===== config.mk =====
export PLATFORM = sky130hd
export DESIGN_NAME = cmplx_twiddle_mult_pipe
export DESIGN_NICKNAME = d
export VERILOG_FILES = /design/src/rtl/fft_pkg.sv /design/src/rtl/round_sat.sv /design/src/rtl/cmplx_twiddle_mult_pipe.sv
export SDC_FILE = /design/constraint.sdc
export NUM_CORES = 2
export LEC_CHECK = 0
export ABC_AREA = 0
export BUFFER_PORTS_ARGS = -buffer_cell sky130_fd_sc_hd__buf_2
export CAP_MARGIN = 20
export CORE_MARGIN = 2
export CORE_UTILIZATION = 66
export DETAILED_ROUTE_END_ITERATION = 6
export HOLD_SLACK_MARGIN = 0.02
export PLACE_DENSITY = 0.82
export SLEW_MARGIN = 25
export SYNTH_ARGS = -nofsm -noshare
export SYNTH_HDL_FRONTEND = slang
export SYNTH_HIERARCHICAL = 1
export SYNTH_SLANG_ARGS = --single-unit

===== constraint.sdc =====
create_clock -name clk -period 7.55 [get_ports clk]
set_input_delay 0.3775 -clock clk [delete_from_list [all_inputs] [get_ports clk]]
set_output_delay 0.3775 -clock clk [all_outputs]
set_load 0.05 [all_outputs]

===== src/rtl/fft_pkg.sv =====
// Shared FFT datapath definitions: default widths, rounding modes and
// saturation limits used by the twiddle multiplier and its helpers.
package fft_pkg;

    localparam int DEF_DATA_W    = 17;
    localparam int DEF_DATA_FRAC = 8;
    localparam int DEF_COEF_W    = 8;

    typedef enum logic {
        RND_TRUNC   = 1'b0,
        RND_HALF_UP = 1'b1
    } round_e;

    // Largest positive value representable in a w-bit signed word.
    function automatic longint SAT_MAX(input int w);
        return (longint'(1) <<< (w - 1)) - longint'(1);
    endfunction

    function automatic longint SAT_MIN(input int w);
        return -(longint'(1) <<< (w - 1));
    endfunction

endpackage


===== src/rtl/round_sat.sv =====
// Optional round-half-up, arithmetic right shift and clamp of a signed
// value into a narrower signed word, flagging when the clamp engaged.
module round_sat
    import fft_pkg::*;
#(
    parameter int     IN_W  = 26,
    parameter int     SHIFT = 7,
    parameter int     OUT_W = 17,
    parameter round_e MODE  = RND_HALF_UP
) (
    input  logic signed [IN_W-1:0]  value,
    output logic signed [OUT_W-1:0] result,
    output logic                    ovf
);

    // One guard bit so the rounding addend can never wrap the sum.
    localparam int EXT_W = IN_W + 1;

    localparam logic signed [EXT_W-1:0] RND_ADD =
        (MODE == RND_HALF_UP && SHIFT > 0) ? (EXT_W'(1) <<< (SHIFT - 1)) : '0;
    localparam logic signed [EXT_W-1:0] MAX_V = EXT_W'(SAT_MAX(OUT_W));
    localparam logic signed [EXT_W-1:0] MIN_V = EXT_W'(SAT_MIN(OUT_W));

    logic signed [EXT_W-1:0] sum;
    logic signed [EXT_W-1:0] shifted;

    assign sum     = EXT_W'(value) + RND_ADD;
    assign shifted = sum >>> SHIFT;

    always_comb begin
        ovf    = 1'b0;
        result = shifted[OUT_W-1:0];
        if (shifted > MAX_V) begin
            result = MAX_V[OUT_W-1:0];
            ovf    = 1'b1;
        end else if (shifted < MIN_V) begin
            result = MIN_V[OUT_W-1:0];
            ovf    = 1'b1;
        end
    end

endmodule


===== src/rtl/cmplx_twiddle_mult_pipe.sv =====
// Three-stage complex twiddle multiplier: out = in * coef (or conj(coef)),
// with rounding, saturation, unity-twiddle bypass and valid/ready flow control.
module cmplx_twiddle_mult_pipe
    import fft_pkg::*;
#(
    parameter int     DATA_W    = DEF_DATA_W,
    parameter int     DATA_FRAC = DEF_DATA_FRAC,
    parameter int     COEF_W    = DEF_COEF_W,
    parameter round_e ROUND     = RND_HALF_UP
) (
    input  logic              clk,
    input  logic              rst,
    input  logic              in_valid,
    output logic              in_ready,
    input  logic [DATA_W-1:0] in_re,
    input  logic [DATA_W-1:0] in_im,
    input  logic [COEF_W-1:0] coef_re,
    input  logic [COEF_W-1:0] coef_im,
    input  logic              coef_bypass,
    input  logic              conj,
    output logic              out_valid,
    input  logic              out_ready,
    output logic [DATA_W-1:0] out_re,
    output logic [DATA_W-1:0] out_im,
    output logic              out_ovf
);

    localparam int CX_W   = COEF_W + 1;
    localparam int PROD_W = DATA_W + COEF_W;
    localparam int SUM_W  = PROD_W + 1;

    if (DATA_FRAC < 0 || DATA_FRAC >= DATA_W) begin : g_bad_frac
        $error("DATA_FRAC must lie in [0, DATA_W-1]");
    end

    // Handshake: a sample moves on valid & ready. The whole pipe advances
    // together on en, so in_ready falls in the very cycle the output stalls.
    logic en;
    assign en       = !out_valid || out_ready;
    assign in_ready = en;

    logic                     s1_valid, s1_bypass;
    logic signed [DATA_W-1:0] s1_re, s1_im;
    logic signed [CX_W-1:0]   s1_cre, s1_cim;

    logic                     s2_valid, s2_bypass;
    logic signed [DATA_W-1:0] s2_re, s2_im;
    logic signed [PROD_W-1:0] s2_ac, s2_bd, s2_ad, s2_bc;

    logic signed [CX_W-1:0]   cim_ext;
    logic signed [SUM_W-1:0]  sum_re, sum_im;
    logic signed [DATA_W-1:0] sat_re, sat_im;
    logic                     ovf_re, ovf_im;

    // The extra coefficient bit lets conj(-1.0) become an exact +1.0.
    assign cim_ext = CX_W'($signed(coef_im));
    assign sum_re  = SUM_W'(s2_ac) - SUM_W'(s2_bd);
    assign sum_im  = SUM_W'(s2_ad) + SUM_W'(s2_bc);

    round_sat #(
        .IN_W (SUM_W),
        .SHIFT(COEF_W - 1),
        .OUT_W(DATA_W),
        .MODE (ROUND)
    ) u_sat_re (
        .value (sum_re),
        .result(sat_re),
        .ovf   (ovf_re)
    );

    round_sat #(
        .IN_W (SUM_W),
        .SHIFT(COEF_W - 1),
        .OUT_W(DATA_W),
        .MODE (ROUND)
    ) u_sat_im (
        .value (sum_im),
        .result(sat_im),
        .ovf   (ovf_im)
    );

    always_ff @(posedge clk) begin
        if (rst) begin
            s1_valid  <= 1'b0;
            s1_bypass <= 1'b0;
            s1_re     <= '0;
            s1_im     <= '0;
            s1_cre    <= '0;
            s1_cim    <= '0;
            s2_valid  <= 1'b0;
            s2_bypass <= 1'b0;
            s2_re     <= '0;
            s2_im     <= '0;
            s2_ac     <= '0;
            s2_bd     <= '0;
            s2_ad     <= '0;
            s2_bc     <= '0;
            out_valid <= 1'b0;
            out_re    <= '0;
            out_im    <= '0;
            out_ovf   <= 1'b0;
        end else if (en) begin
            s1_valid  <= in_valid;
            s1_bypass <= coef_bypass;
            s1_re     <= $signed(in_re);
            s1_im     <= $signed(in_im);
            s1_cre    <= CX_W'($signed(coef_re));
            s1_cim    <= conj ? -cim_ext : cim_ext;

            s2_valid  <= s1_valid;
            s2_bypass <= s1_bypass;
            s2_re     <= s1_re;
            s2_im     <= s1_im;
            s2_ac     <= PROD_W'(s1_re) * PROD_W'(s1_cre);
            s2_bd     <= PROD_W'(s1_im) * PROD_W'(s1_cim);
            s2_ad     <= PROD_W'(s1_re) * PROD_W'(s1_cim);
            s2_bc     <= PROD_W'(s1_im) * PROD_W'(s1_cre);

            out_valid <= s2_valid;
            out_re    <= s2_bypass ? s2_re : sat_re;
            out_im    <= s2_bypass ? s2_im : sat_im;
            out_ovf   <= !s2_bypass && (ovf_re || ovf_im);
        end
    end

endmodule


==> implementation parameters <==
Parameter                              Value

Critical path
  R2r endpoint ... s2_ad[24]$_SDFFE_PP0P_
  Reg-to-Reg Start ... s1_cim[1]$_SDFFE_PP0P_
  Type of the setup path with the least slack ... flip-flop to flip-flop
  Req. time, crit path ... 8050 ps
  Reg2Reg Setup Slack ... approximately 1000 ps
  Reg2reg path depth ... 20
  Critical path peak fanout ... 23
  Capturing element type of the critical path ... flip-flop
  CP Data Arrival Time ... 7020 ps
  CP Launch Type ... flip-flop

Global route
  GRT Resource Usage Total ... roughly 32%
  Initial antenna violation count ... 0
  Grt total ovfl ... 0
  Global-route wire length before repair ... roughly 130000 um
  Vias in the first global route ... 24900
  Largest net degree at the start of global routing ... 100

Timing
  Clock skew after layout ... roughly 24 ps
  Max-slew headroom at the worst pin ... 31.6%
  Clock period minus worst slack ... 6520 ps
  Setup TNS ... 0 ps
  Highest Clock Rate ... 153 MHz
  Final worst-path cycle share ... 86.4%
  Setup repair after global routing missed its margin ... false
  Min setup slack post-route ... 1030 ps
  Final setup violation count ... 0
  Max-slew violation count ... 0
  Number of hold violations in the final report ... 0
  Slew of the pin with the lowest slew margin ... 1030 ps

Detailed routing
  Routed WL per cell ... between 15 and 20 um
  Detailed-route wire length ... ~78000 um
  First-pass iteration count of the detailed router ... 7
  Antenna Nets Post-Route ... 0
  Total via count in the routed design ... 24600
  Post-DR vias/cell ... 5.81
  Number of DRC violations after detailed routing ... 2
  1st-iter DRT viols ... about 2000

Floorplanning
  Total die area ... roughly 49000 um2
  Standard cell core area ... 46600 um2
  Horizontal die dimension ... 221 um
  Boundary pin count ... 93
  Die boundary height ... about 220 um
  Number of core rows ... between 70 and 80
  Initial Util ... 66.7%

Place
  Pre-CTS setup slack ... roughly 1300 ps
  Placed cells ... 4186
  Count of buffers from port buffering ... 92
  Gp weighted congestion ... 0.958
  Post-DP Area ... 31900 um2
  HPWL Detailed ... 59700 um

Clock network
  Insertion delay to the later sink of the worst-skew pair ... a little under 600 ps
  Resize count post-CTS ... 0
  Htree depth ... 1
  Clock transition time at the flip-flop clock pins of the worst setup and hold paths ... 60 ps
  Clock buffers created by TritonCTS ... 28
  Total of hold buffers inserted after clock tree synthesis ... 0
  Post-CTS repair timing setup buffer count ... 0
  Root buffer cell ... clkbuf_16
  Maximum clock insertion buffer count ... 3
  CTS tree ... yes
  Number of clock sinks ... 225

Outcome
  Violations in the final reports ... design-rule violations
  Status ... complete, but fails checks

Worst hold path
  Hold path start ... in_re[16]
  HP Class ... input pin to flip-flop
  Terminating pin of the worst hold path ... s1_re[16]$_SDFFE_PP0P_
  Worst hold stages ... 3

Layout
  Area Overhead vs Synth ... 5.66%
  Ant. Diodes ... 0
  Nets ... roughly 4400
  Post-route design area ... 32800 um2
  Commonest non-fill, non-tap cells in the layout ... 529 x inv_1, 524 x nand2_1, 466 x fa_1
  Cell Count, Final, Fillers Out ... roughly 4200
  Commonest non-fill, non-tap cell in the layout ... inv_1
  Share of layout cells above drive strength 1 ... under 10%

Logic synthesis
  Synthesized Nets ... 4413
  Yosys synthesis warning count ... 6
  Area of the mapped netlist ... 31100 um2
  Average cell area after synthesis ... 8.53 um2
  Number of instances in the synthesized netlist ... 3642

Pwr
  Leak Pwr ... 16.3 nW
  Worst supply voltage drop on vdd ... 423 uV
  Power density normalized to cell area ... 262 nW/um2

Flow run
  Maximum capacitance violations ... 0
## routing by layer
layer / up-vias / part of all wire (%) / global-route usage, %
met2: 980 / 45 / 51.1
met5: - / 0 / 0
met3: 189 / 9.1 / 6.19
met4: 0 / 3.7 / 10.5
met1: 12100 / 42 / 45.4
li1: 11400 / - / -
## critical path, stage by stage, from the launching register on
cell and delay, ps:
dfxtp_1 970, buf_4 340, nand2_1 100, fa_1 560
inv_1 50, fa_1 500, inv_1 50, fa_1 480
inv_1 60, fa_1 500, ha_1 320, ha_1 350
o21ai_0 230, o21ai_1 150, a2111o_1 470, a31oi_4 250
o2111ai_1 140, a31o_1 290, o311ai_2 240, o311ai_0 220
o21ai_1 180
## flip-flops by register name, indices dropped and copies added, names as in the netlist
name	flops
out_valid	1
s1_bypass	1
s2_im	17
s2_re	17
out_re	17
s1_cim	9
s1_valid	1
s2_bc	25
out_ovf	1
s2_valid	1
s2_ad	25
s2_bd	25
s2_bypass	1
s1_cre	8
s1_re	17
s1_im	17
s2_ac	25
out_im	17
## area by class of cell
cell class,instances,area [um2]
clock inverter,10,139
sequential,225,4510
fill,3634,13700
timing repair buffer,136,797
multi-input combinational,2687,23800
clock buffer,42,815
tap,607,759
inverter,531,2000
## how the worst max path moves through the flow
stage / endpoint / slack, ps / depth (start not counted) / from
after floorplan: s2_ad[24]$_SDFFE_PP0P_ / 2010 / 18 / s1_cim[7]$_SDFFE_PP0P_
after global placement: s2_bd[23]$_SDFFE_PP0P_ / 1340 / 19 / s1_cim[0]$_SDFFE_PP0P_
after detailed placement: s2_ad[24]$_SDFFE_PP0P_ / 1280 / 19 / s1_cim[1]$_SDFFE_PP0P_
after CTS: s2_ad[24]$_SDFFE_PP0P_ / 1160 / 20 / s1_cim[1]$_SDFFE_PP0P_
after global routing: s2_ad[24]$_SDFFE_PP0P_ / 740 / 20 / s1_cim[1]$_SDFFE_PP0P_
final: s2_ad[24]$_SDFFE_PP0P_ / 1030 / 20 / s1_cim[1]$_SDFFE_PP0P_
## per-stage QoR
step / hold WS [ps] / power [mW] / util [%]
floorplan: 431 / 5.77 / -
global placement: 438 / 6.93 / 68.4
detailed placement: 440 / 7.05 / 68.5
CTS: 21.9 / 8.50 / 70.5
global route: 42.5 / 9.19 / 70.5
finish: 37.6 / 8.59 / 70.5
## report_power, final
group	leakage (nW)	switching, mW	internal [mW]
Combinational	13.9	3.45	2.04
Clock	0.464	0.574	0.846
Sequential	1.86	0.243	1.44
Total	16.3	4.26	4.33
(Power assumes the default switching activity.)
